`config.mk`:
```
export PLATFORM = sky130hd
export DESIGN_NAME = regfile_wb_arbiter
export DESIGN_NICKNAME = d
export VERILOG_FILES = /design/src/rtl/regfile_pkg.sv /design/src/rtl/rr_age_arb2.sv /design/src/rtl/regfile_wb_arbiter.sv
export SDC_FILE = /design/constraint.sdc
export NUM_CORES = 1
export LEC_CHECK = 0
export CAP_MARGIN = 0
export CORE_ASPECT_RATIO = 0.8
export CORE_UTILIZATION = 45
export DETAILED_ROUTE_END_ITERATION = 8
export GPL_ROUTABILITY_DRIVEN = 1
export HOLD_SLACK_MARGIN = 0.08
export PLACE_DENSITY = 0.8
export SETUP_SLACK_MARGIN = 0.1
export SLEW_MARGIN = 40
export SYNTH_ARGS = -nofsm -noshare
export SYNTH_HDL_FRONTEND = slang
export SYNTH_HIERARCHICAL = 1
export SYNTH_SLANG_ARGS = --single-unit
```
`constraint.sdc`:
```
create_clock -name CLK -period 8.9 [get_ports CLK]
set_input_delay 1.78 -clock CLK [delete_from_list [all_inputs] [get_ports CLK]]
set_output_delay 1.78 -clock CLK [all_outputs]
set_load 0.02 [all_outputs]
```
`src/rtl/regfile_pkg.sv`:
```
// Shared types and helpers for the register-file writeback arbiter.
package regfile_pkg;

   localparam int AW   = 5;
   localparam int DW   = 32;
   localparam int NREQ = 2;

   typedef struct packed {
      logic [AW-1:0] addr;
      logic [DW-1:0] data;
   } wb_req_t;

   typedef logic [2**AW-1:0] pend_mask_t;

   function automatic pend_mask_t addr_onehot(input logic [AW-1:0] a);
      return pend_mask_t'(1'b1) << a;
   endfunction

endpackage

```
`src/rtl/rr_age_arb2.sv`:
```
// Two-way writeback grant: single holder wins; two holders resolve by age
// when they target the same register, otherwise by round-robin priority.
module rr_age_arb2 import regfile_pkg::*; (
   input  logic [NREQ-1:0] held,
   input  logic            same_addr,
   input  logic            pri,
   input  logic            old,
   output logic [NREQ-1:0] gnt
);

   logic sel_s;

   assign sel_s = same_addr ? old : pri;

   // One-hot grant selection from the holding state.
   always_comb begin
      gnt = 2'b00;
      case (held)
         2'b01:   gnt = 2'b01;
         2'b10:   gnt = 2'b10;
         2'b11:   gnt = sel_s ? 2'b10 : 2'b01;
         default: gnt = 2'b00;
      endcase
   end

endmodule

```
`src/rtl/regfile_wb_arbiter.sv`:
```
// Shares the register file write port between the ALU (port 0) and load (port 1)
// writeback paths. Optional REGFILE_ZERO_REG_EN drops all writes to register 0.
module regfile_wb_arbiter #(
   parameter int AW = 5,
   parameter int DW = 32
) (
   input  logic             CLK,
   input  logic             RST_N,
   input  logic             REQ0_VALID,
   input  logic [AW-1:0]    REQ0_ADDR,
   input  logic [DW-1:0]    REQ0_DATA,
   output logic             REQ0_READY,
   input  logic             REQ1_VALID,
   input  logic [AW-1:0]    REQ1_ADDR,
   input  logic [DW-1:0]    REQ1_DATA,
   output logic             REQ1_READY,
   output logic [AW-1:0]    A3,
   output logic [DW-1:0]    WD3,
   output logic             WE3,
   output logic [2**AW-1:0] PEND_MASK
);
   import regfile_pkg::*;

   logic [NREQ-1:0] held_r;
   logic [NREQ-1:0] gnt_s;
   logic [NREQ-1:0] ready_s;
   logic [NREQ-1:0] valid_s;
   logic [NREQ-1:0] store_s;
   logic [NREQ-1:0] stay_s;
   wb_req_t         hold_r [NREQ];
   wb_req_t         req_s  [NREQ];
   logic            pri_r;
   logic            old_r;
   logic            same_addr_s;
   pend_mask_t      pend_s;

   assign valid_s     = {REQ1_VALID, REQ0_VALID};
   assign req_s[0]    = {REQ0_ADDR, REQ0_DATA};
   assign req_s[1]    = {REQ1_ADDR, REQ1_DATA};
   assign same_addr_s = (hold_r[0].addr == hold_r[1].addr);

   rr_age_arb2 u_arb (
      .held      (held_r),
      .same_addr (same_addr_s),
      .pri       (pri_r),
      .old       (old_r),
      .gnt       (gnt_s)
   );

   // Handshake: a granted slot may refill on its write edge.
   always_comb begin
      ready_s = ~held_r | gnt_s;
      stay_s  = held_r & ~gnt_s;
      for (int n = 0; n < NREQ; n++) begin
`ifdef REGFILE_ZERO_REG_EN
         store_s[n] = valid_s[n] & ready_s[n] & (req_s[n].addr != {AW{1'b0}});
`else
         store_s[n] = valid_s[n] & ready_s[n];
`endif
      end
   end

   assign REQ0_READY = ready_s[0];
   assign REQ1_READY = ready_s[1];

   // Holding registers and their valid bits.
   always_ff @(posedge CLK or negedge RST_N) begin
      if (!RST_N) begin
         held_r    <= 2'b00;
         hold_r[0] <= '0;
         hold_r[1] <= '0;
      end else begin
         held_r <= store_s | stay_s;
         for (int n = 0; n < NREQ; n++) begin
            if (store_s[n]) begin
               hold_r[n] <= req_s[n];
            end
         end
      end
   end

   // Round-robin pointer and age marker; OLD names the port whose entry is older.
   always_ff @(posedge CLK or negedge RST_N) begin
      if (!RST_N) begin
         pri_r <= 1'b0;
         old_r <= 1'b0;
      end else begin
         if (gnt_s[0]) begin
            pri_r <= 1'b1;
         end else if (gnt_s[1]) begin
            pri_r <= 1'b0;
         end
         if (&store_s) begin
            old_r <= 1'b0;
         end else if (stay_s[0] && store_s[1]) begin
            old_r <= 1'b0;
         end else if (stay_s[1] && store_s[0]) begin
            old_r <= 1'b1;
         end
      end
   end

   // Write port mux and in-flight register mask.
   always_comb begin
      WE3    = |gnt_s;
      A3     = {AW{1'b0}};
      WD3    = {DW{1'b0}};
      pend_s = '0;
      case (gnt_s)
         2'b01: begin
            A3  = hold_r[0].addr;
            WD3 = hold_r[0].data;
         end
         2'b10: begin
            A3  = hold_r[1].addr;
            WD3 = hold_r[1].data;
         end
         default: begin
            A3  = {AW{1'b0}};
            WD3 = {DW{1'b0}};
         end
      endcase
      for (int n = 0; n < NREQ; n++) begin
         pend_s = pend_s | (held_r[n] ? addr_onehot(hold_r[n].addr) : pend_mask_t'(1'b0));
      end
   end

   assign PEND_MASK = pend_s;

endmodule

```
==> tab_implementation.tex <==
\begin{tabular}{lr}
\hline
Metric & Value \\
\hline
\multicolumn{2}{l}{\textbf{Setup path}} \\
\quad Worst-path fanout max & 32 \\
\quad Setup CP Type & flop to output port \\
\quad Slowest cell on the critical path & clkdlybuf4s50\_1 \\
\quad CP startpoint kind & flop \\
\quad Worst path required time & 7.12 ns \\
\quad Ordered list of cells on the worst path & xnor2\_1, nand3\_1, nor3\_1, mux2i\_1, a21oi\_1, inv\_1, ha\_1, buf\_4, a22oi\_1, nor2b\_1, clkdlybuf4s50\_1 \\
\quad Kind of end point of the critical path & output port \\
\quad Arrival @ worst endpoint & 3.71 ns \\
\quad Delay contributed by the slowest stage of the critical path & 0.62 ns \\
\multicolumn{2}{l}{\textbf{Floorplan}} \\
\quad Die area & 9680 um\^{}2 \\
\quad Die height & 88.2 um \\
\quad Initial core utilization & 0.463 \\
\quad Standard-cell row count & 31 \\
\quad Die width & 110 um \\
\quad IO Count & 150 \\
\quad Area of the core region & 9040 um\^{}2 \\
\multicolumn{2}{l}{\textbf{Clock tree}} \\
\quad Deepest level of the CTS H-tree & 3 \\
\quad PostCTS Resize Cnt & 0 \\
\quad Root buffer cell & clkbuf\_16 \\
\quad Clk buf depth & 2 \\
\quad CTS tree & built \\
\quad Worst-path clk slew & 0.06 ns \\
\quad Clock sink count & 78 \\
\quad Total CTS buffers & 9 \\
\quad Source-to-sink clock delay at the later pin of the worst-skew pair & 0.32 ns \\
\quad CTS hold repair buffers & 0 \\
\quad Buffer count from post-CTS setup fixing & 0 \\
\multicolumn{2}{l}{\textbf{Synthesis}} \\
\quad Synthesized area per cell & 11.9 um\^{}2 \\
\quad Largest area contributor in the synthesized netlist & dfrtp\_1 \\
\quad Main area contributors after synthesis & dfrtp\_1, mux2\_2, mux2\_4 \\
\quad Share of flip-flops with an asynchronous set or reset after synthesis & 1.00 \\
\quad Post-synthesis instance area & 4180 um\^{}2 \\
\quad Number of standard cells after synthesis & 352 \\
\quad Sequential area share after synthesis & 0.467 \\
\quad Post-synth top flop & dfrtp\_1 \\
\quad Warnings, synthesis & 6 \\
\quad Number of enable flip-flop cells after synthesis & 0 \\
\quad Post-synth top area share & 0.467 \\
\quad Syn Nets & 433 \\
\quad Top cells by count, synth & dfrtp\_1, mux2\_2, nor2b\_1, a22oi\_1, o22ai\_1 \\
\quad Most repeated cell in the gate-level netlist after synthesis & dfrtp\_1 \\
\quad Number of distinct standard cells referenced by the synthesized netlist & 39 \\
\quad Post-synthesis sequential element count & 78 \\
\multicolumn{2}{l}{\textbf{Placed design}} \\
\quad HPWL after detailed placement & 7000 um \\
\quad GP Congestion & 0.921 \\
\quad PortBufs & 149 \\
\multicolumn{2}{l}{\textbf{Drt}} \\
\quad Iteration-0 DRC count of the detailed router & 182 \\
\quad Via total after detailed routing & 3372 \\
\quad Post-Route WL & 10400 um \\
\quad Detailed-route vias per instance & 5.59 \\
\quad DRC violations left & 0 \\
\quad Number of routed nets with antenna violations & 0 \\
\quad Detailed-routing iteration count for the pre-antenna-repair pass & 5 \\
\quad Wirelength per Cell & 17.3 um \\
\multicolumn{2}{l}{\textbf{Min path}} \\
\quad Tightest Hold Check Type & flop to flop \\
\multicolumn{2}{l}{\textbf{STA}} \\
\quad Period utilization & 0.616 \\
\quad Hold Vio Cnt, Final & 0 \\
\quad Clock Skews & 0.00687 ns \\
\quad Worst hold-check slack & 0.502 ns \\
\quad Number of pins exceeding their max-slew limit in the final report & 0 \\
\quad Unrepaired setup endpoints after global routing & false \\
\quad Final setup fails & 0 \\
\quad Fin Setup TNS & 0 ns \\
\quad Time the final worst path needs with I/O delays and setup & 5.49 ns \\
\quad Worst-case headroom to the max-slew limit & 0.530 \\
\quad Achievable clock frequency & 0.182 GHz \\
\quad Actual slew at the worst max-slew pin & 0.705 ns \\
\multicolumn{2}{l}{\textbf{Power}} \\
\quad Internal power consumption & 0.00149 W \\
\quad Leak & 2.32 nW \\
\quad Net Switching & 0.00100 W \\
\quad Combinational Power Share & 0.579 \\
\quad Relative contribution of sequential cells to total power & 0.276 \\
\quad Power density over cell area & 420 nW/um\^{}2 \\
\quad Maximum VDD drop & 0.000230 V \\
\quad Net switching fraction of the power & 0.402 \\
\quad Clock power share & 0.145 \\
\multicolumn{2}{l}{\textbf{Global route}} \\
\quad Maximum number of pins on one net before global-route repair & 79 \\
\quad Aggregate global-route resource usage & 0.221 \\
\quad First-pass GRT wire length & 16200 um \\
\quad Global-route congestion overflow total & 0 \\
\quad Initial antenna violation count & 0 \\
\quad Via count of the first global-routing pass & 3248 \\
\multicolumn{2}{l}{\textbf{Layout}} \\
\quad NumNets Final & 565 \\
\quad Diode count & 0 \\
\quad Synth-to-layout area growth & 42.3\% \\
\quad Fraction of final layout cells with drive strength greater than 1 & 0.203 \\
\multicolumn{2}{l}{\textbf{Job}} \\
\quad Number of max-capacitance violations reported & 0 \\
\multicolumn{2}{l}{\textbf{Run status}} \\
\quad Run status & completed \\
\hline
\end{tabular}
## path summary, 6_finish.rpt
check,from,to,slack (ns),depth (start not counted)
worst min register to register,pri_r,pri_r,0.50,2
worst max-delay path,hold_r[69],WD3[23],3.41,11
worst max register to register,hold_r[69],hold_r[8],6.12,8
max in group asynchronous,RST_N,hold_r[62],6.92,1
min in group asynchronous,RST_N,hold_r[9],1.48,1
worst min-delay path,pri_r,pri_r,0.50,2
## area by class of cell
cell class                 count  area (um^2)
clock inverter                 5         58.8
timing repair buffer         151         1510
inverter                       5         18.8
multi-input combinational    239         2030
sequential                    78         1950
tap                          115          144
clock buffer                  10          239
fill                         728         3090
## flip-flops by register name, indices dropped and copies added (netlist names)
signal	flops
old_r	1
pri_r	1
held_r	2
hold_r	74
## placed cells by master (no fill, tap or decap), types with 2 or more instances in the layout
cell type / count
buf_4: 2
nor2_1: 2
nand2b_1: 10
xnor2_1: 3
xor2_1: 2
nor2b_1: 40
clkdlybuf4s50_1: 148
clkinvlp_4: 2
mux2_4: 19
clkbuf_16: 9
ha_1: 2
nand2_4: 2
o32ai_1: 4
nand3b_1: 2
or2_2: 2
mux2_2: 55
dfrtp_1: 78
inv_1: 4
nand3_1: 6
nand4b_1: 2
o22ai_1: 28
nand2_1: 9
nand4_1: 2
a22oi_1: 37
## stage by stage
step           utilization  instances  area [um^2]  setup slack (ns)  power [W]
4_1_cts              0.658        603         5950              3.40    0.00251
5_1_grt              0.658        603         5950              3.16    0.00266
6_report             0.658        603         5950              3.41    0.00250
2_1_floorplan            -        352         4180              4.44    0.00163
3_3_place_gp         0.624        588         5640              3.72    0.00210
3_5_place_dp         0.625        588         5650              3.81    0.00214
## kinds of logic after synthesis
logic type | synth area share
buf+inv | 0.0500
simple gates | 0.120
mux | 0.219
compound gates | 0.125
xor+xnor | 0.0105
fa+ha+maj | 0.00898
flops | 0.467
## layer usage
metal	global-route usage	routed length [um]
met5	0	0
met4	0.0545	79
met3	0.0538	798
met2	0.364	4980
met1	0.294	4550
## power groups by stage
stage          clock network (W)  logic (W)  registers (W)
2_1_floorplan                  0    0.00102       0.000614
3_3_place_gp                   0    0.00142       0.000676
3_5_place_dp                   0    0.00145       0.000689
4_1_cts                 0.000372    0.00146       0.000686
5_1_grt                 0.000387    0.00155       0.000718
6_report                0.000362    0.00145       0.000690
## worst max-delay path: cells and delay by family, from the launching register on
family / cells / cell delay (ns)
simple gates: 3 / 0.51
fa+ha+maj: 1 / 0.32
flops: 1 / 0.61
buf+inv: 3 / 1.14
mux: 1 / 0.27
compound gates: 2 / 0.32
xor+xnor: 1 / 0.17
(Power assumes the default switching activity.)
